## config.mk

```make
export PLATFORM = sky130hd
export DESIGN_NAME = fpu_mult_pipe_flat
export DESIGN_NICKNAME = d
export VERILOG_FILES = /design/src/rtl/fpu_mult_pipe_if.sv /design/src/rtl/fpu_mult_pipe.sv /design/src/flat_wrapper.sv
export SDC_FILE = /design/constraint.sdc
export NUM_CORES = 1
export LEC_CHECK = 0
export ABC_AREA = 1
export CORE_AREA = 10 10 156 158
export DETAILED_ROUTE_END_ITERATION = 10
export DIE_AREA = 0 0 166 168
export PLACE_DENSITY = 0.61
export SYNTH_ARGS = -nofsm -noshare
export SYNTH_HDL_FRONTEND = slang
export SYNTH_SLANG_ARGS = --single-unit
```

## constraint.sdc

```tcl
create_clock -name clk -period 6 [get_ports clk]
set_clock_uncertainty 0.2 [all_clocks]
set_input_delay 1.2 -clock clk [delete_from_list [all_inputs] [get_ports clk]]
set_output_delay 1.2 -clock clk [all_outputs]
set_load 0.005 [all_outputs]
```

## src/rtl/fpu_mult_pipe_if.sv

```systemverilog
// Operand/result handshake bundle for fpu_mult_pipe.
// The master drives operands and out_ready; the slave (the multiplier) drives results and in_ready.
interface fpu_mult_pipe_if #(
   parameter int EXP_W = 5,
   parameter int MAN_W = 10
);
   localparam int W = 1 + EXP_W + MAN_W;

   logic         in_valid;
   logic         in_ready;
   logic [W-1:0] a;
   logic [W-1:0] b;
   logic         rnd_mode;
   logic         out_valid;
   logic         out_ready;
   logic [W-1:0] result;
   logic [3:0]   flags;

   modport master (
      output in_valid, a, b, rnd_mode, out_ready,
      input  in_ready, out_valid, result, flags
   );

   modport slave (
      input  in_valid, a, b, rnd_mode, out_ready,
      output in_ready, out_valid, result, flags
   );
endinterface

```

## src/rtl/fpu_mult_pipe.sv

```systemverilog
// Three-stage floating-point multiplier with valid/ready backpressure; binary16 by default.
// Define FPU_MULT_RTZ_EN to honour rnd_mode (round-toward-zero); otherwise RNE is always used.
module fpu_mult_pipe #(
   parameter int EXP_W = 5,
   parameter int MAN_W = 10
) (
   input  logic           clk,
   input  logic           rst,
   fpu_mult_pipe_if.slave mif
);
   localparam int W  = 1 + EXP_W + MAN_W;
   localparam int SW = MAN_W + 1;
   localparam int PW = 2 * SW;
   localparam int EW = EXP_W + 2;
   localparam logic signed [EW-1:0] BIAS     = EW'((1 << (EXP_W - 1)) - 1);
   localparam logic signed [EW-1:0] EMAX     = EW'((1 << EXP_W) - 1);
   localparam logic [EXP_W-1:0]     EXP_ONES = '1;
   localparam logic [EXP_W-1:0]     EXP_MAXF = EXP_ONES - 1'b1;
   localparam logic [W-1:0]         QNAN     = {1'b0, EXP_ONES, 1'b1, {(MAN_W-1){1'b0}}};

   function automatic logic rne_inc(input logic lsb, input logic guard, input logic sticky);
      return guard && (sticky || lsb);
   endfunction

   function automatic logic [W-1:0] ovf_result(input logic sign, input logic rtz);
      return rtz ? {sign, EXP_MAXF, {MAN_W{1'b1}}} : {sign, EXP_ONES, {MAN_W{1'b0}}};
   endfunction

   logic en1, en2, en3, ld1, ld2, ld3;

   logic                 sa, sb;
   logic [EXP_W-1:0]     ea, eb;
   logic [MAN_W-1:0]     ma, mb;
   logic                 a_zero, b_zero, a_inf, b_inf, a_nan, b_nan, a_snan, b_snan;
   logic                 spec_new;
   logic [W-1:0]         sres_new;
   logic [3:0]           sflg_new;

   logic                 vld_p1_d, vld_p1_q, sign_p1_d, sign_p1_q, spec_p1_d, spec_p1_q;
   logic                 rtz_p1_d, rtz_p1_q;
   logic signed [EW-1:0] exp_p1_d, exp_p1_q;
   logic [SW-1:0]        siga_p1_d, siga_p1_q, sigb_p1_d, sigb_p1_q;
   logic [W-1:0]         sres_p1_d, sres_p1_q;
   logic [3:0]           sflg_p1_d, sflg_p1_q;

   logic                 vld_p2_d, vld_p2_q, sign_p2_d, sign_p2_q, spec_p2_d, spec_p2_q;
   logic                 rtz_p2_d, rtz_p2_q;
   logic signed [EW-1:0] exp_p2_d, exp_p2_q;
   logic [PW-1:0]        prod_p2_d, prod_p2_q;
   logic [W-1:0]         sres_p2_d, sres_p2_q;
   logic [3:0]           sflg_p2_d, sflg_p2_q;

   logic [PW-2:0]        norm;
   logic [MAN_W-1:0]     man_t;
   logic [MAN_W:0]       man_r;
   logic                 guard, sticky, inc;
   logic signed [EW-1:0] exp_n, exp_r;
   logic [W-1:0]         res_new;
   logic [3:0]           flg_new;

   logic                 vld_p3_d, vld_p3_q;
   logic [W-1:0]         res_p3_d, res_p3_q;
   logic [3:0]           flg_p3_d, flg_p3_q;

   // Each stage loads when it is empty or its successor is taking its contents.
   always_comb begin
      en3 = !vld_p3_q || mif.out_ready;
      en2 = !vld_p2_q || en3;
      en1 = !vld_p1_q || en2;
      ld1 = en1 && mif.in_valid;
      ld2 = en2 && vld_p1_q;
      ld3 = en3 && vld_p2_q;
   end

   assign mif.in_ready  = en1;
   assign mif.out_valid = vld_p3_q;
   assign mif.result    = res_p3_q;
   assign mif.flags     = flg_p3_q;

   // Stage 1: unpack, classify, resolve specials, sum exponents.
   always_comb begin
      {sa, ea, ma} = mif.a;
      {sb, eb, mb} = mif.b;
      // A zero exponent field covers both zero and subnormal; subnormals flush silently.
      a_zero = (ea == '0);
      b_zero = (eb == '0);
      a_inf  = (ea == EXP_ONES) && (ma == '0);
      b_inf  = (eb == EXP_ONES) && (mb == '0);
      a_nan  = (ea == EXP_ONES) && (ma != '0);
      b_nan  = (eb == EXP_ONES) && (mb != '0);
      a_snan = a_nan && !ma[MAN_W-1];
      b_snan = b_nan && !mb[MAN_W-1];

      spec_new = 1'b1;
      sres_new = '0;
      sflg_new = '0;
      if (a_nan || b_nan) begin
         sres_new = QNAN;
         sflg_new = {a_snan || b_snan, 3'b000};
      end else if ((a_inf && b_zero) || (b_inf && a_zero)) begin
         sres_new = QNAN;
         sflg_new = 4'b1000;
      end else if (a_inf || b_inf) begin
         sres_new = {sa ^ sb, EXP_ONES, {MAN_W{1'b0}}};
      end else if (a_zero || b_zero) begin
         sres_new = {sa ^ sb, {(W-1){1'b0}}};
      end else begin
         spec_new = 1'b0;
      end

      vld_p1_d  = en1 ? mif.in_valid : vld_p1_q;
      sign_p1_d = ld1 ? (sa ^ sb) : sign_p1_q;
      exp_p1_d  = ld1 ? ($signed({2'b00, ea}) + $signed({2'b00, eb}) - BIAS) : exp_p1_q;
      siga_p1_d = ld1 ? {1'b1, ma} : siga_p1_q;
      sigb_p1_d = ld1 ? {1'b1, mb} : sigb_p1_q;
      spec_p1_d = ld1 ? spec_new : spec_p1_q;
      sres_p1_d = ld1 ? sres_new : sres_p1_q;
      sflg_p1_d = ld1 ? sflg_new : sflg_p1_q;
`ifdef FPU_MULT_RTZ_EN
      rtz_p1_d  = ld1 ? mif.rnd_mode : rtz_p1_q;
`else
      rtz_p1_d  = 1'b0;
`endif
   end

   // Stage 2: significand product including hidden bits.
   always_comb begin
      vld_p2_d  = en2 ? vld_p1_q : vld_p2_q;
      sign_p2_d = ld2 ? sign_p1_q : sign_p2_q;
      exp_p2_d  = ld2 ? exp_p1_q : exp_p2_q;
      prod_p2_d = ld2 ? (PW'(siga_p1_q) * PW'(sigb_p1_q)) : prod_p2_q;
      spec_p2_d = ld2 ? spec_p1_q : spec_p2_q;
      sres_p2_d = ld2 ? sres_p1_q : sres_p2_q;
      sflg_p2_d = ld2 ? sflg_p1_q : sflg_p2_q;
      rtz_p2_d  = ld2 ? rtz_p1_q : rtz_p2_q;
   end

   // Stage 3: normalise, round, range-check, select special result.
   always_comb begin
      norm   = prod_p2_q[PW-1] ? prod_p2_q[PW-2:0] : {prod_p2_q[PW-3:0], 1'b0};
      exp_n  = exp_p2_q + $signed(EW'(prod_p2_q[PW-1]));
      man_t  = norm[PW-2 -: MAN_W];
      guard  = norm[MAN_W];
      sticky = |norm[MAN_W-1:0];
      inc    = rne_inc(man_t[0], guard, sticky) && !rtz_p2_q;
      man_r  = {1'b0, man_t} + {{MAN_W{1'b0}}, inc};
      // A rounding carry-out leaves the low mantissa bits zero; only the exponent moves.
      exp_r  = exp_n + $signed(EW'(man_r[MAN_W]));

      res_new = {sign_p2_q, exp_r[EXP_W-1:0], man_r[MAN_W-1:0]};
      flg_new = {3'b000, guard || sticky};
      if (spec_p2_q) begin
         res_new = sres_p2_q;
         flg_new = sflg_p2_q;
      end else if (exp_r >= EMAX) begin
         res_new = ovf_result(sign_p2_q, rtz_p2_q);
         flg_new = 4'b0101;
      end else if (exp_r[EW-1] || (exp_r == '0)) begin
         res_new = {sign_p2_q, {(W-1){1'b0}}};
         flg_new = 4'b0011;
      end

      vld_p3_d = en3 ? vld_p2_q : vld_p3_q;
      res_p3_d = ld3 ? res_new : res_p3_q;
      flg_p3_d = ld3 ? flg_new : flg_p3_q;
   end

   always_ff @(posedge clk or posedge rst) begin
      if (rst) begin
         vld_p1_q <= 1'b0;
         vld_p2_q <= 1'b0;
         vld_p3_q <= 1'b0;
         res_p3_q <= '0;
         flg_p3_q <= '0;
      end else begin
         vld_p1_q <= vld_p1_d;
         vld_p2_q <= vld_p2_d;
         vld_p3_q <= vld_p3_d;
         res_p3_q <= res_p3_d;
         flg_p3_q <= flg_p3_d;
      end
   end

   always_ff @(posedge clk) begin
      sign_p1_q <= sign_p1_d;
      exp_p1_q  <= exp_p1_d;
      siga_p1_q <= siga_p1_d;
      sigb_p1_q <= sigb_p1_d;
      spec_p1_q <= spec_p1_d;
      sres_p1_q <= sres_p1_d;
      sflg_p1_q <= sflg_p1_d;
      rtz_p1_q  <= rtz_p1_d;
      sign_p2_q <= sign_p2_d;
      exp_p2_q  <= exp_p2_d;
      prod_p2_q <= prod_p2_d;
      spec_p2_q <= spec_p2_d;
      sres_p2_q <= sres_p2_d;
      sflg_p2_q <= sflg_p2_d;
      rtz_p2_q  <= rtz_p2_d;
   end
endmodule

```

## src/flat_wrapper.sv

```systemverilog
// flat-port wrapper written by rule: the top's interface ports become plain ports
module fpu_mult_pipe_flat 
#(
   parameter int EXP_W = 5,
   parameter int MAN_W = 10
)
  (clk, rst, mif_in_valid, mif_a, mif_b, mif_rnd_mode, mif_out_ready, mif_in_ready, mif_out_valid, mif_result, mif_flags);
  fpu_mult_pipe_if #(.EXP_W(EXP_W), .MAN_W(MAN_W)) mif_i ();
  input  logic clk;
  input  logic rst;
  input wire logic [$bits(mif_i.in_valid)-1:0] mif_in_valid;
  input wire logic [$bits(mif_i.a)-1:0] mif_a;
  input wire logic [$bits(mif_i.b)-1:0] mif_b;
  input wire logic [$bits(mif_i.rnd_mode)-1:0] mif_rnd_mode;
  input wire logic [$bits(mif_i.out_ready)-1:0] mif_out_ready;
  output wire logic [$bits(mif_i.in_ready)-1:0] mif_in_ready;
  output wire logic [$bits(mif_i.out_valid)-1:0] mif_out_valid;
  output wire logic [$bits(mif_i.result)-1:0] mif_result;
  output wire logic [$bits(mif_i.flags)-1:0] mif_flags;
  assign mif_i.in_valid = mif_in_valid;
  assign mif_i.a = mif_a;
  assign mif_i.b = mif_b;
  assign mif_i.rnd_mode = mif_rnd_mode;
  assign mif_i.out_ready = mif_out_ready;
  assign mif_in_ready = mif_i.in_ready;
  assign mif_out_valid = mif_i.out_valid;
  assign mif_result = mif_i.result;
  assign mif_flags = mif_i.flags;
  fpu_mult_pipe #(.EXP_W(EXP_W), .MAN_W(MAN_W)) u_core (.clk(clk), .rst(rst), .mif(mif_i));
endmodule
```

==> run summary <==
status: finished clean
layout cell share with drive strength beyond 1: 2.805%
Clock transition at path regs: 70 ps
Setup WS pre-CTS: 811.7 ps
total track usage: 12.04%
Hold Fails Final Rpt: 0
setup bufs post-CTS: 0
vias in the first global route: 6217
Slew headroom: 42.62%
worst IR drop on VDD: 0.0003712 V
Yosys cell types: 31
setup_tns: 0 ps
# fillers: 2078
largest net degree at the start of global routing: 36
WL final: 16.08 mm
drt pass-1 iters: 5
WP buf/inv: 3
Nets: 1216
cts repair resizes: 0
Max-Cap Viols: 0
io pins: 59
Die Y: 168 um
type of the tightest min-delay check: reg -> reg
CTS Buf Count: 9
largest fanout on the critical path: 11
most used cell, CP: fa_1
CP peak stage delay: 660 ps
min Tclk post-route: 5169 ps
final core utilization: 44.13%
routability cong.: 0.8692
row count: 54
Mean Syn Cell Area: 8.430 um2
RSZ-0062 raised after global routing: no
GRT overflow: 0
slowest CP cell: edfxtp_1
sequential area share after synthesis: 31.55%
hold_buf cts: 0
vias: 5999
Die Wd: 166 um
DPL Wire Length: 13.52 mm
drt drc: 0
CTS tree: built
Design Power: 5.124 mW
WP data arrival: 5070 ps
CTS root buf: clkbuf_16
Clock Latency Late Sink: 350 ps
Startpoint Class: flip-flop
Synth-to-Final Area Change: 13.95%
final hold slack: 217.7 ps
FF+latch count, synth: 91
synthesized area: 0.008295 mm2
die footprint: 0.02789 mm2
Slew Limit Fails: 0
Initial Utilization: 38.73%
Via density: 4.565
wire per inst: 12.23 um
most frequent cells in the layout: nand2_1 (272), inv_1 (225), fa_1 (82), ha_1 (68), edfxtp_1 (68)
Slew @ Worst Pin: 859.7 ps
clock buffer depth: 2
Crit. End Element: flip-flop
endpoint required time on the critical path: 5910 ps
cell family with most CP delay: adder cells
PwrDens: 542.1 mW/mm2
Synthesized Nets: 1171
post-route ant nets: 0
I/O Buffers: 57
Pleak: 4.970 nW
fraction of registers with async set/reset: 25.27%
Synthesis Warnings: 0
commonest non-fill, non-tap cell in the layout: nand2_1
Num Clock Sinks: 91
first-pass GRT wire length: 28.57 mm
initial antenna violation count: 0
final worst slack: 831.3 ps
worst-path cell chain: nand2_1, fa_1, inv_1, fa_1, fa_1, fa_1, inv_1, fa_1, inv_1, ha_1, a21oi_1, o21ai_0, a31oi_1, nand2_1, nand2_1, nand2_1
Post-synth EDFFs: 68
H-tree depth: 3
Post-synth top flop: edfxtp_1
DRT iter0 DRCs: 291
critical path class: reg -> reg
core area: 0.02142 mm2
Antenna diodes: 0
f_max: 193.5 MHz
Finish-stage setup viols: 0
Tcrit/Tclk final: 86.15%
post-synthesis instance total: 984
-- worst reg2reg max path, cell delays in order (launching register included) --
cell and delay (ps):
edfxtp_1 660, nand2_1 140, fa_1 500, inv_1 50, fa_1 500, fa_1 520
fa_1 540, inv_1 50, fa_1 520, inv_1 40, ha_1 350, a21oi_1 320
o21ai_0 170, a31oi_1 200, nand2_1 80, nand2_1 60, nand2_1 40
-- power breakdown --
part,internal (mW),switching (mW)
logic,1.33,2.03
clock network,0.371,0.248
registers,1.02,0.118
-- synth_stat cells, types with 2 or more instances --
| master | count | area (um2) |
|---|---|---|
| nand2_1 | 272 | 1021 |
| inv_1 | 225 | 844.6 |
| fa_1 | 82 | 1642 |
| edfxtp_1 | 68 | 2042 |
| ha_1 | 68 | 850.8 |
| nor2_1 | 55 | 206.5 |
| nand3_1 | 48 | 240.2 |
| a21oi_1 | 24 | 120.1 |
| dfrtp_1 | 23 | 575.6 |
| clkbuf_1 | 22 | 82.58 |
| o21ai_0 | 22 | 110.1 |
| nand4_1 | 16 | 100.1 |
| xor2_1 | 13 | 113.9 |
| xnor2_1 | 11 | 96.34 |
| nand2_2 | 5 | 31.28 |
| nand3b_1 | 5 | 37.54 |
| a21o_1 | 4 | 30.03 |
| nor3_1 | 4 | 20.02 |
| or2_1 | 3 | 18.77 |
| buf_6 | 2 | 22.52 |
| nor2_4 | 2 | 22.52 |
-- cell type report --
cell class              instances  area (um2)  share of cell area (%)
multi-input cells             642        4716                   49.89
inverters                     225       844.6                   8.934
clock buffers                   9       225.2                   2.383
flip-flops and latches         91        2618                   27.69
well taps                     280       350.3                   3.706
clock inverters                 7       106.4                   1.125
repair buffers                 60       593.1                   6.274
-- final timing paths --
kind / start / to / slack (ps) / cells after the start
worst max-delay path: u_core.siga_p1_q[4] / u_core.prod_p2_q[19] / 830 / 16
worst min-delay path: u_core.spec_p1_q / u_core.spec_p2_q / 220 / 0
worst max register to register: u_core.siga_p1_q[4] / u_core.prod_p2_q[19] / 830 / 16
worst min register to register: u_core.spec_p1_q / u_core.spec_p2_q / 220 / 0
max in group asynchronous: rst / u_core.mif.result[3] / 3940 / 2
min in group asynchronous: rst / u_core.mif.result[10] / 1120 / 2
-- metal layers --
layer  vias to the layer above  wire [um]  GRT usage, %
met2                        82       7614         20.56
met3                        15        514         2.328
met1                      2799       7749         15.34
met5                         -          0             0
li1                       3103          -             -
met4                         0        197         2.966
-- flip-flops by register name, summed over array words and instances, names as in the netlist, 3 cells and up --
name / flops
u_core.sres_p2_q: 3
u_core.sigb_p1_q: 10
u_core.exp_p1_q: 7
u_core.mif.flags: 4
u_core.mif.result: 16
u_core.siga_p1_q: 10
u_core.sres_p1_q: 3
u_core.exp_p2_q: 7
u_core.prod_p2_q: 22
-- logic make-up (layout without fill, tap and decap cells) --
family	after synthesis	after routing	synth area share (%)
adder cells (fa/ha/maj)	150	150	30.05
XOR/XNOR	24	24	2.534
AND/OR/NAND/NOR	415	415	20.89
buffers and inverters	251	301	11.60
AO/OA/AOI/OAI	53	53	3.379
flip-flops	91	91	31.55
-- per-stage QoR --
step,cell area (um2),std cells
finish,9453,1314
detailed placement,9121,1298
global route,9453,1314
CTS,9453,1314
floorplan,8295,984
global placement,9121,1298
Note: power is estimated with default switching activity, not from simulation.
